$ cat src/rtl/matmul_pkg.sv
// rtl/matmul_pkg.sv - shared state encoding, default dimensions and width helpers for the matmul sequencer
package matmul_pkg;

    typedef enum logic [2:0] {
        IDLE  = 3'd0,
        LOAD  = 3'd1,
        CALC  = 3'd2,
        DRAIN = 3'd3,
        WRITE = 3'd4,
        READ  = 3'd5
    } state_t;

    localparam int DEF_ROWS  = 4;
    localparam int DEF_INNER = 8;
    localparam int DEF_COLS  = 4;

    // Never returns zero so a dimension of 1 or 2 still gets a usable 1-bit index.
    function automatic int addr_w(input int depth);
        return (depth <= 2) ? 1 : $clog2(depth);
    endfunction

endpackage

$ cat src/rtl/matmul_seq_ctrl_if.sv
// rtl/matmul_seq_ctrl_if.sv - host stream/readout and datapath control signals of the matmul sequencer
interface matmul_seq_ctrl_if
    import matmul_pkg::*;
#(
    parameter int XA_W = addr_w(DEF_ROWS * DEF_INNER),
    parameter int CA_W = addr_w(DEF_INNER * DEF_COLS),
    parameter int RA_W = addr_w(DEF_ROWS * DEF_COLS)
);
    logic            start_in;
    logic            valid_input;
    logic            cs_n;
    logic            x_wr_en;
    logic [XA_W-1:0] x_wr_addr;
    logic            xload_done;
    logic [XA_W-1:0] x_rd_addr;
    logic [CA_W-1:0] coef_addr;
    logic            mac_clr;
    logic            mac_en;
    logic            mac_last;
    logic            web;
    logic [RA_W-1:0] res_addr;
    logic            ry;
    logic            busy;
    logic            finish;

    modport master (
        output start_in, valid_input, cs_n,
        input  x_wr_en, x_wr_addr, xload_done, x_rd_addr, coef_addr,
               mac_clr, mac_en, mac_last, web, res_addr, ry, busy, finish
    );

    modport slave (
        input  start_in, valid_input, cs_n,
        output x_wr_en, x_wr_addr, xload_done, x_rd_addr, coef_addr,
               mac_clr, mac_en, mac_last, web, res_addr, ry, busy, finish
    );

endinterface

$ cat src/rtl/matmul_idx_cnt.sv
// rtl/matmul_idx_cnt.sv - nested i/j/k loop counter with per-level last flags
module matmul_idx_cnt
    import matmul_pkg::*;
#(
    parameter int ROWS  = DEF_ROWS,
    parameter int INNER = DEF_INNER,
    parameter int COLS  = DEF_COLS,
    localparam int I_W  = addr_w(ROWS),
    localparam int K_W  = addr_w(INNER),
    localparam int J_W  = addr_w(COLS)
) (
    input  logic           clk,
    input  logic           rst_n,
    input  logic           clr,
    input  logic           k_en,
    input  logic           ij_en,
    output logic [I_W-1:0] i,
    output logic [J_W-1:0] j,
    output logic [K_W-1:0] k,
    output logic           i_last,
    output logic           j_last,
    output logic           k_last
);

    assign i_last = (i == I_W'(ROWS - 1));
    assign j_last = (j == J_W'(COLS - 1));
    assign k_last = (k == K_W'(INNER - 1));

    // k steps through the MAC length; i/j step once per finished element.
    always_ff @(posedge clk or negedge rst_n) begin
        if (!rst_n) begin
            i <= '0;
            j <= '0;
            k <= '0;
        end else if (clr) begin
            i <= '0;
            j <= '0;
            k <= '0;
        end else begin
            if (k_en) begin
                k <= k_last ? '0 : k + 1'b1;
            end
            if (ij_en) begin
                if (j_last) begin
                    j <= '0;
                    i <= i_last ? '0 : i + 1'b1;
                end else begin
                    j <= j + 1'b1;
                end
            end
        end
    end

endmodule

$ cat src/rtl/matmul_seq_ctrl.sv
// rtl/matmul_seq_ctrl.sv - top sequencer: X load, MAC scheduling, result write and host readout
module matmul_seq_ctrl
    import matmul_pkg::*;
#(
    parameter int ROWS  = DEF_ROWS,
    parameter int INNER = DEF_INNER,
    parameter int COLS  = DEF_COLS,
    parameter int XA_W  = addr_w(ROWS * INNER),
    parameter int CA_W  = addr_w(INNER * COLS),
    parameter int RA_W  = addr_w(ROWS * COLS)
) (
    input  logic             clk,
    input  logic             rst,
    matmul_seq_ctrl_if.slave bus
);

    localparam int I_W = addr_w(ROWS);
    localparam int K_W = addr_w(INNER);
    localparam int J_W = addr_w(COLS);

    state_t          state;
    state_t          state_nx;
    logic [XA_W-1:0] load_cnt;
    logic [RA_W-1:0] rd_cnt;
    logic [I_W-1:0]  i;
    logic [J_W-1:0]  j;
    logic [K_W-1:0]  k;
    logic            i_last;
    logic            j_last;
    logic            k_last;
    logic            cnt_clr;
    logic            k_en;
    logic            ij_en;
    logic            load_last;
    logic            rd_last;
    logic            accept;
    logic            issue;
    logic            rd_issue;
    logic            all_done;
    logic [RA_W-1:0] res_wr_addr;
    logic            mac_en_q;
    logic            mac_clr_q;
    logic            mac_last_q;
    logic            xload_done_q;
    logic            finish_q;
    logic            ry_q;

    matmul_idx_cnt #(
        .ROWS  (ROWS),
        .INNER (INNER),
        .COLS  (COLS)
    ) u_idx (
        .clk    (clk),
        .rst_n  (rst),
        .clr    (cnt_clr),
        .k_en   (k_en),
        .ij_en  (ij_en),
        .i      (i),
        .j      (j),
        .k      (k),
        .i_last (i_last),
        .j_last (j_last),
        .k_last (k_last)
    );

    assign load_last   = (load_cnt == XA_W'(ROWS * INNER - 1));
    assign rd_last     = (rd_cnt == RA_W'(ROWS * COLS - 1));
    assign accept      = (state == LOAD) && bus.valid_input;
    assign issue       = (state == CALC);
    assign rd_issue    = (state == READ) && !bus.cs_n;
    assign all_done    = (state == WRITE) && i_last && j_last;
    assign res_wr_addr = RA_W'(i * COLS + j);

    assign bus.x_wr_addr  = load_cnt;
    assign bus.x_rd_addr  = XA_W'(i * INNER + k);
    assign bus.coef_addr  = CA_W'(k * COLS + j);
    assign bus.mac_en     = mac_en_q;
    assign bus.mac_clr    = mac_clr_q;
    assign bus.mac_last   = mac_last_q;
    assign bus.xload_done = xload_done_q;
    assign bus.finish     = finish_q;
    assign bus.ry         = ry_q;

    always_ff @(posedge clk or negedge rst) begin
        if (!rst) begin
            state <= IDLE;
        end else begin
            state <= state_nx;
        end
    end

    always_comb begin
        state_nx = state;
        case (state)
            IDLE:    if (bus.start_in) state_nx = LOAD;
            LOAD:    if (accept && load_last) state_nx = CALC;
            CALC:    if (k_last) state_nx = DRAIN;
            DRAIN:   state_nx = WRITE;
            WRITE:   state_nx = (i_last && j_last) ? READ : CALC;
            READ:    if (rd_issue && rd_last) state_nx = IDLE;
            default: state_nx = IDLE;
        endcase
    end

    always_comb begin
        bus.x_wr_en  = 1'b0;
        bus.web      = 1'b1;
        bus.busy     = 1'b1;
        bus.res_addr = '0;
        cnt_clr      = 1'b0;
        k_en         = 1'b0;
        ij_en        = 1'b0;
        case (state)
            IDLE: begin
                bus.busy = 1'b0;
                cnt_clr  = 1'b1;
            end
            LOAD:  bus.x_wr_en = bus.valid_input;
            CALC:  k_en = 1'b1;
            WRITE: begin
                bus.web      = 1'b0;
                bus.res_addr = res_wr_addr;
                ij_en        = 1'b1;
            end
            READ:  bus.res_addr = rd_cnt;
            default: ;
        endcase
    end

    // Load and readout counters only move on accepted bytes / issued reads.
    always_ff @(posedge clk or negedge rst) begin
        if (!rst) begin
            load_cnt <= '0;
            rd_cnt   <= '0;
        end else begin
            if (accept) begin
                load_cnt <= load_last ? '0 : load_cnt + 1'b1;
            end
            if (rd_issue) begin
                rd_cnt <= rd_last ? '0 : rd_cnt + 1'b1;
            end
        end
    end

    // X buffer and coefficient ROM answer one cycle after the address, so the
    // MAC strobes are the issue strobe delayed by one register.
    always_ff @(posedge clk or negedge rst) begin
        if (!rst) begin
            mac_en_q     <= 1'b0;
            mac_clr_q    <= 1'b0;
            mac_last_q   <= 1'b0;
            xload_done_q <= 1'b0;
            finish_q     <= 1'b0;
            ry_q         <= 1'b0;
        end else begin
            mac_en_q     <= issue;
            mac_clr_q    <= issue && (k == '0);
            mac_last_q   <= issue && k_last;
            xload_done_q <= accept && load_last;
            finish_q     <= all_done;
            ry_q         <= rd_issue;
        end
    end

endmodule

$ cat src/flat_wrapper.sv
// flat-port wrapper written by rule: the top's interface ports become plain ports
module matmul_seq_ctrl_flat import matmul_pkg::*;
#(
    parameter int ROWS  = DEF_ROWS,
    parameter int INNER = DEF_INNER,
    parameter int COLS  = DEF_COLS,
    parameter int XA_W  = addr_w(ROWS * INNER),
    parameter int CA_W  = addr_w(INNER * COLS),
    parameter int RA_W  = addr_w(ROWS * COLS)
)
  (clk, rst, bus_start_in, bus_valid_input, bus_cs_n, bus_x_wr_en, bus_x_wr_addr, bus_xload_done, bus_x_rd_addr, bus_coef_addr, bus_mac_clr, bus_mac_en, bus_mac_last, bus_web, bus_res_addr, bus_ry, bus_busy, bus_finish);
  matmul_seq_ctrl_if #(.XA_W(XA_W), .CA_W(CA_W), .RA_W(RA_W)) bus_i ();
  input  logic clk;
  input  logic rst;
  input wire logic [$bits(bus_i.start_in)-1:0] bus_start_in;
  input wire logic [$bits(bus_i.valid_input)-1:0] bus_valid_input;
  input wire logic [$bits(bus_i.cs_n)-1:0] bus_cs_n;
  output wire logic [$bits(bus_i.x_wr_en)-1:0] bus_x_wr_en;
  output wire logic [$bits(bus_i.x_wr_addr)-1:0] bus_x_wr_addr;
  output wire logic [$bits(bus_i.xload_done)-1:0] bus_xload_done;
  output wire logic [$bits(bus_i.x_rd_addr)-1:0] bus_x_rd_addr;
  output wire logic [$bits(bus_i.coef_addr)-1:0] bus_coef_addr;
  output wire logic [$bits(bus_i.mac_clr)-1:0] bus_mac_clr;
  output wire logic [$bits(bus_i.mac_en)-1:0] bus_mac_en;
  output wire logic [$bits(bus_i.mac_last)-1:0] bus_mac_last;
  output wire logic [$bits(bus_i.web)-1:0] bus_web;
  output wire logic [$bits(bus_i.res_addr)-1:0] bus_res_addr;
  output wire logic [$bits(bus_i.ry)-1:0] bus_ry;
  output wire logic [$bits(bus_i.busy)-1:0] bus_busy;
  output wire logic [$bits(bus_i.finish)-1:0] bus_finish;
  assign bus_i.start_in = bus_start_in;
  assign bus_i.valid_input = bus_valid_input;
  assign bus_i.cs_n = bus_cs_n;
  assign bus_x_wr_en = bus_i.x_wr_en;
  assign bus_x_wr_addr = bus_i.x_wr_addr;
  assign bus_xload_done = bus_i.xload_done;
  assign bus_x_rd_addr = bus_i.x_rd_addr;
  assign bus_coef_addr = bus_i.coef_addr;
  assign bus_mac_clr = bus_i.mac_clr;
  assign bus_mac_en = bus_i.mac_en;
  assign bus_mac_last = bus_i.mac_last;
  assign bus_web = bus_i.web;
  assign bus_res_addr = bus_i.res_addr;
  assign bus_ry = bus_i.ry;
  assign bus_busy = bus_i.busy;
  assign bus_finish = bus_i.finish;
  matmul_seq_ctrl #(.ROWS(ROWS), .INNER(INNER), .COLS(COLS), .XA_W(XA_W), .CA_W(CA_W), .RA_W(RA_W)) u_core (.clk(clk), .rst(rst), .bus(bus_i));
endmodule
$ cat config.mk
export PLATFORM = sky130hd
export DESIGN_NAME = matmul_seq_ctrl_flat
export DESIGN_NICKNAME = d
export VERILOG_FILES = /design/src/rtl/matmul_pkg.sv /design/src/rtl/matmul_seq_ctrl_if.sv /design/src/rtl/matmul_idx_cnt.sv /design/src/rtl/matmul_seq_ctrl.sv /design/src/flat_wrapper.sv
export SDC_FILE = /design/constraint.sdc
export NUM_CORES = 1
export LEC_CHECK = 0
export ABC_AREA = 1
export ABC_CLOCK_PERIOD_IN_PS = 1300
export BUFFER_PORTS_ARGS = -buffer_cell sky130_fd_sc_hd__buf_2
export CELL_PAD_IN_SITES_DETAIL_PLACEMENT = 1
export CELL_PAD_IN_SITES_GLOBAL_PLACEMENT = 1
export CORE_MARGIN = 3
export CORE_UTILIZATION = 36
export CTS_BUF_LIST = sky130_fd_sc_hd__clkbuf_4 sky130_fd_sc_hd__clkbuf_8
export DETAILED_ROUTE_END_ITERATION = 7
export HOLD_SLACK_MARGIN = 0.15
export PLACE_DENSITY_LB_ADDON = 0.12
export REMOVE_ABC_BUFFERS = 1
export SYNTH_ARGS = -nofsm -noshare
export SYNTH_HDL_FRONTEND = slang
export SYNTH_SLANG_ARGS = --single-unit
$ cat constraint.sdc
create_clock -name clk -period 1.3 [get_ports clk]
set_clock_uncertainty 0.1 [all_clocks]
set_input_delay 0 -clock clk [delete_from_list [all_inputs] [get_ports clk]]
set_output_delay 0 -clock clk [all_outputs]
set_load 0.05 [all_outputs]
==> results.sh <==
export IMPL_rows=21
export IMPL_crit_buf_inv=4
export IMPL_synth_mux_area_share_pct=0
export IMPL_synth_top_cells_by_count="29 x nand2_1, 26 x inv_1, 25 x dfrtp_1"
export IMPL_synth_edf_count=0
export IMPL_avgSynthCellArea_sq_um=8.660
export IMPL_rsz0062_at_grt="yes"
export IMPL_wire_per_inst_um=18.05
export IMPL_drt_vias_per_instance=5.000
export IMPL_worstPathCellList="inv_2 > buf_6 > nand3_4 > inv_2 > nand2_2 > o21ai_2 > buf_6"
export IMPL_reg2regPathDepth=7
export IMPL_hp_class="primary input to asynchronous set/reset pin"
export IMPL_area_growth_pct=70.15
export IMPL_ys_types=25
export IMPL_timing_hold_violations_final=0
export IMPL_first_pass_iters=4
export IMPL_crit_fanout=5
export IMPL_max_cap_violations=0
export IMPL_antenna_found_initial=0
export IMPL_synth_most_common_cell="nand2_1"
export IMPL_tritoncts_num_buffers=3
export IMPL_whs_ps=90.27
export IMPL_cts_root_buf="clkbuf_4"
export IMPL_power_density_mw_per_mm2=2637
export IMPL_max_freq_ghz=0.6250
export IMPL_initial_core_util_pct=38.53
export IMPL_async_flop_share_pct=100.0
export IMPL_io_pins=33
export IMPL_core_area_sq_mm=0.003416
export IMPL_synth_main_ff_cell="dfrtp_1"
export IMPL_maxSlewHeadroom_pct=60.63
export IMPL_grtUsageTotal_pct=19.25
export IMPL_min_period_over_period_pct=123.1
export IMPL_rr_endpoint="u_core.rd_cnt[2]"
export IMPL_synth_seq_area_share_pct=47.53
export IMPL_fin_crit_ps=1600
export IMPL_gp_congestion=0.7715
export IMPL_cts_sinks=25
export IMPL_worst_ep_required_time_ps=1200
export IMPL_status="complete, but fails checks"
export IMPL_tightest_slew_ps=590.5
export IMPL_syn_area_sq_mm=0.001316
export IMPL_synth_fa_ha_area_share_pct=7.605
export IMPL_dieWidth_um=66.47
export IMPL_synth_top_family_by_area="simple AND/OR/NAND/NOR gates"
export IMPL_cts_htree_levels=1
export IMPL_clk_latency_ps=320
export IMPL_end_kind="output pin"
export IMPL_arrival_ps=1500
export IMPL_drtIter0Drc=54
export IMPL_final_setup_tns_ps=-4334
export IMPL_dp_hpwl_um=2719
export IMPL_die_y_um=66.47
export IMPL_netlist_instances=152
export IMPL_rr_startpoint="u_core.state[1]"
export IMPL_grt_pass1_wl_um=6430
export IMPL_violations="negative setup slack"
export IMPL_first_global_vias=1403
export IMPL_antenna_cells=0
export IMPL_grt_ovfl_total=0
export IMPL_path_class="flop to output pin"
export IMPL_slew_violations=0
export IMPL_clk_pin_slew_ps=150
export IMPL_synthSimpleGateAreaFrac_pct=24.24
export IMPL_yosys_area_top_type="dfrtp_1"
export IMPL_reg2reg_slack_ps=-280
export IMPL_io_buffer_count=32
export IMPL_yosysWarnings=0
export IMPL_synth_top_area_share_pct=47.53
export IMPL_drc_errors=0
export IMPL_cts_max_path_buffers=2
export IMPL_drive_above_1_share_pct=58.97
export IMPL_p_total_w=0.005906
export IMPL_grt_max_degree=26
export IMPL_wirelength_um=5055
export IMPL_hold_buffers=4
export IMPL_cpMaxStageDelayCell="dfrtp_1"
export IMPL_cts_tree="done"
export IMPL_synth_compound_area_share_pct=9.411
export IMPL_setup_slack_ps=-300.0
export IMPL_peakVddDrop_mv=1.492
export IMPL_vias=1400
export IMPL_slowest_delay_ps=440
export IMPL_start_kind="flop"
export IMPL_dieArea_sq_mm=0.004418
export IMPL_synth_area_leaders="dfrtp_1 48%, nand2_1 8.3%, ha_1 7.6%, inv_1 7.4%, nand3_1 5.7%"
export IMPL_synthXorXnorAreaFrac_pct=1.331
export IMPL_setup_viol=27
export IMPL_drtAntennaViolNets=0
export IMPL_fin_nets=248
export IMPL_p_leak_nw=1.167
export IMPL_critPathTopFamily="buffers and inverters"
export IMPL_synth_seq_cells=25
[layout by cell type, fill, tap and decap left out, drive strengths merged, types with 3 or more instances in the layout]
master,count
clkbuf,4
inv,27
dlygate4sd3,4
ha,8
nand3,17
buf,77
dfrtp,25
o21ai,16
nand2,31
nor2,14
o22ai,3
[power by group]
group          leakage [nW]  switching [W]  total, W  internal (W)
Clock                0.0184       0.000248  0.000389      0.000141
Combinational         0.830        0.00255   0.00418       0.00163
Sequential            0.319       0.000284   0.00134       0.00106
[registers in the layout, indices dropped and copies added, names as in the netlist]
name                   flops
u_core.bus.x_wr_addr       5
u_core.rd_cnt              4
u_core.state               3
u_core.u_idx.k             3
u_core.u_idx.i             2
u_core.u_idx.j             2
u_core.bus.finish          1
u_core.bus.mac_clr         1
u_core.bus.mac_en          1
u_core.bus.mac_last        1
u_core.bus.ry              1
u_core.bus.xload_done      1
[stage by stage]
step                cells  util [%]  setup WS [ps]  area (sq um)
finish                280     65.57         -300.0          2240
global placement      250     49.67         -126.7          1697
global route          280     65.57         -380.3          2240
detailed placement    250     49.67         -270.1          1697
floorplan             149         -         -746.4          1294
CTS                   263     55.64         -263.7          1901
[worst max-delay path by stage]
stage | start | endpoint | slack [ps] | cells after the start
3_3_place_gp | u_core.bus.x_wr_addr[0] | u_core.state[0] | -130 | 9
5_1_grt | u_core.bus.x_wr_addr[0] | u_core.state[0] | -380 | 9
4_1_cts | u_core.state[1] | bus_res_addr[1] | -260 | 6
6_report | u_core.state[1] | bus_res_addr[3] | -300 | 7
3_5_place_dp | u_core.bus.x_wr_addr[0] | u_core.state[0] | -270 | 9
2_1_floorplan | u_core.state[1] | bus_res_addr[0] | -750 | 5
[metal layers]
layer | track usage, % | vias to the layer above | share of wire, %
met5 | 0 | - | 0
met4 | 7.614 | 0 | 1.8
met3 | 2.867 | 12 | 3.0
met2 | 35.44 | 34 | 60
met1 | 22.03 | 704 | 35
li1 | - | 650 | -
[area by class of cell]
cell class / instances / area (sq um)
Fill cell: 388 / 1176
Sequential cell: 25 / 628.1
Multi-Input combinational cell: 96 / 758.2
Tap cell: 46 / 57.56
Clock buffer: 4 / 30.03
Timing Repair Buffer: 81 / 650.6
Inverter: 28 / 115.1
[cell families after synthesis]
| family | Yosys count |
|---|---|
| XOR/XNOR | 2 |
| adder cells (fa/ha/maj) | 8 |
| flip-flops | 25 |
| buffers and inverters | 31 |
| AO/OA/AOI/OAI | 22 |
| AND/OR/NAND/NOR | 64 |
[repair_timing]
| action | CTS | global route |
|---|---|---|
| setup endpoints to repair | 23 | 27 |
| gates resized for setup | 39 | 60 |
| buffers inserted | 5 | 17 |
| endpoints found under the hold margin | 39 | 25 |
| pin swaps | 12 | 18 |
Note: power is estimated with default switching activity, not from simulation.
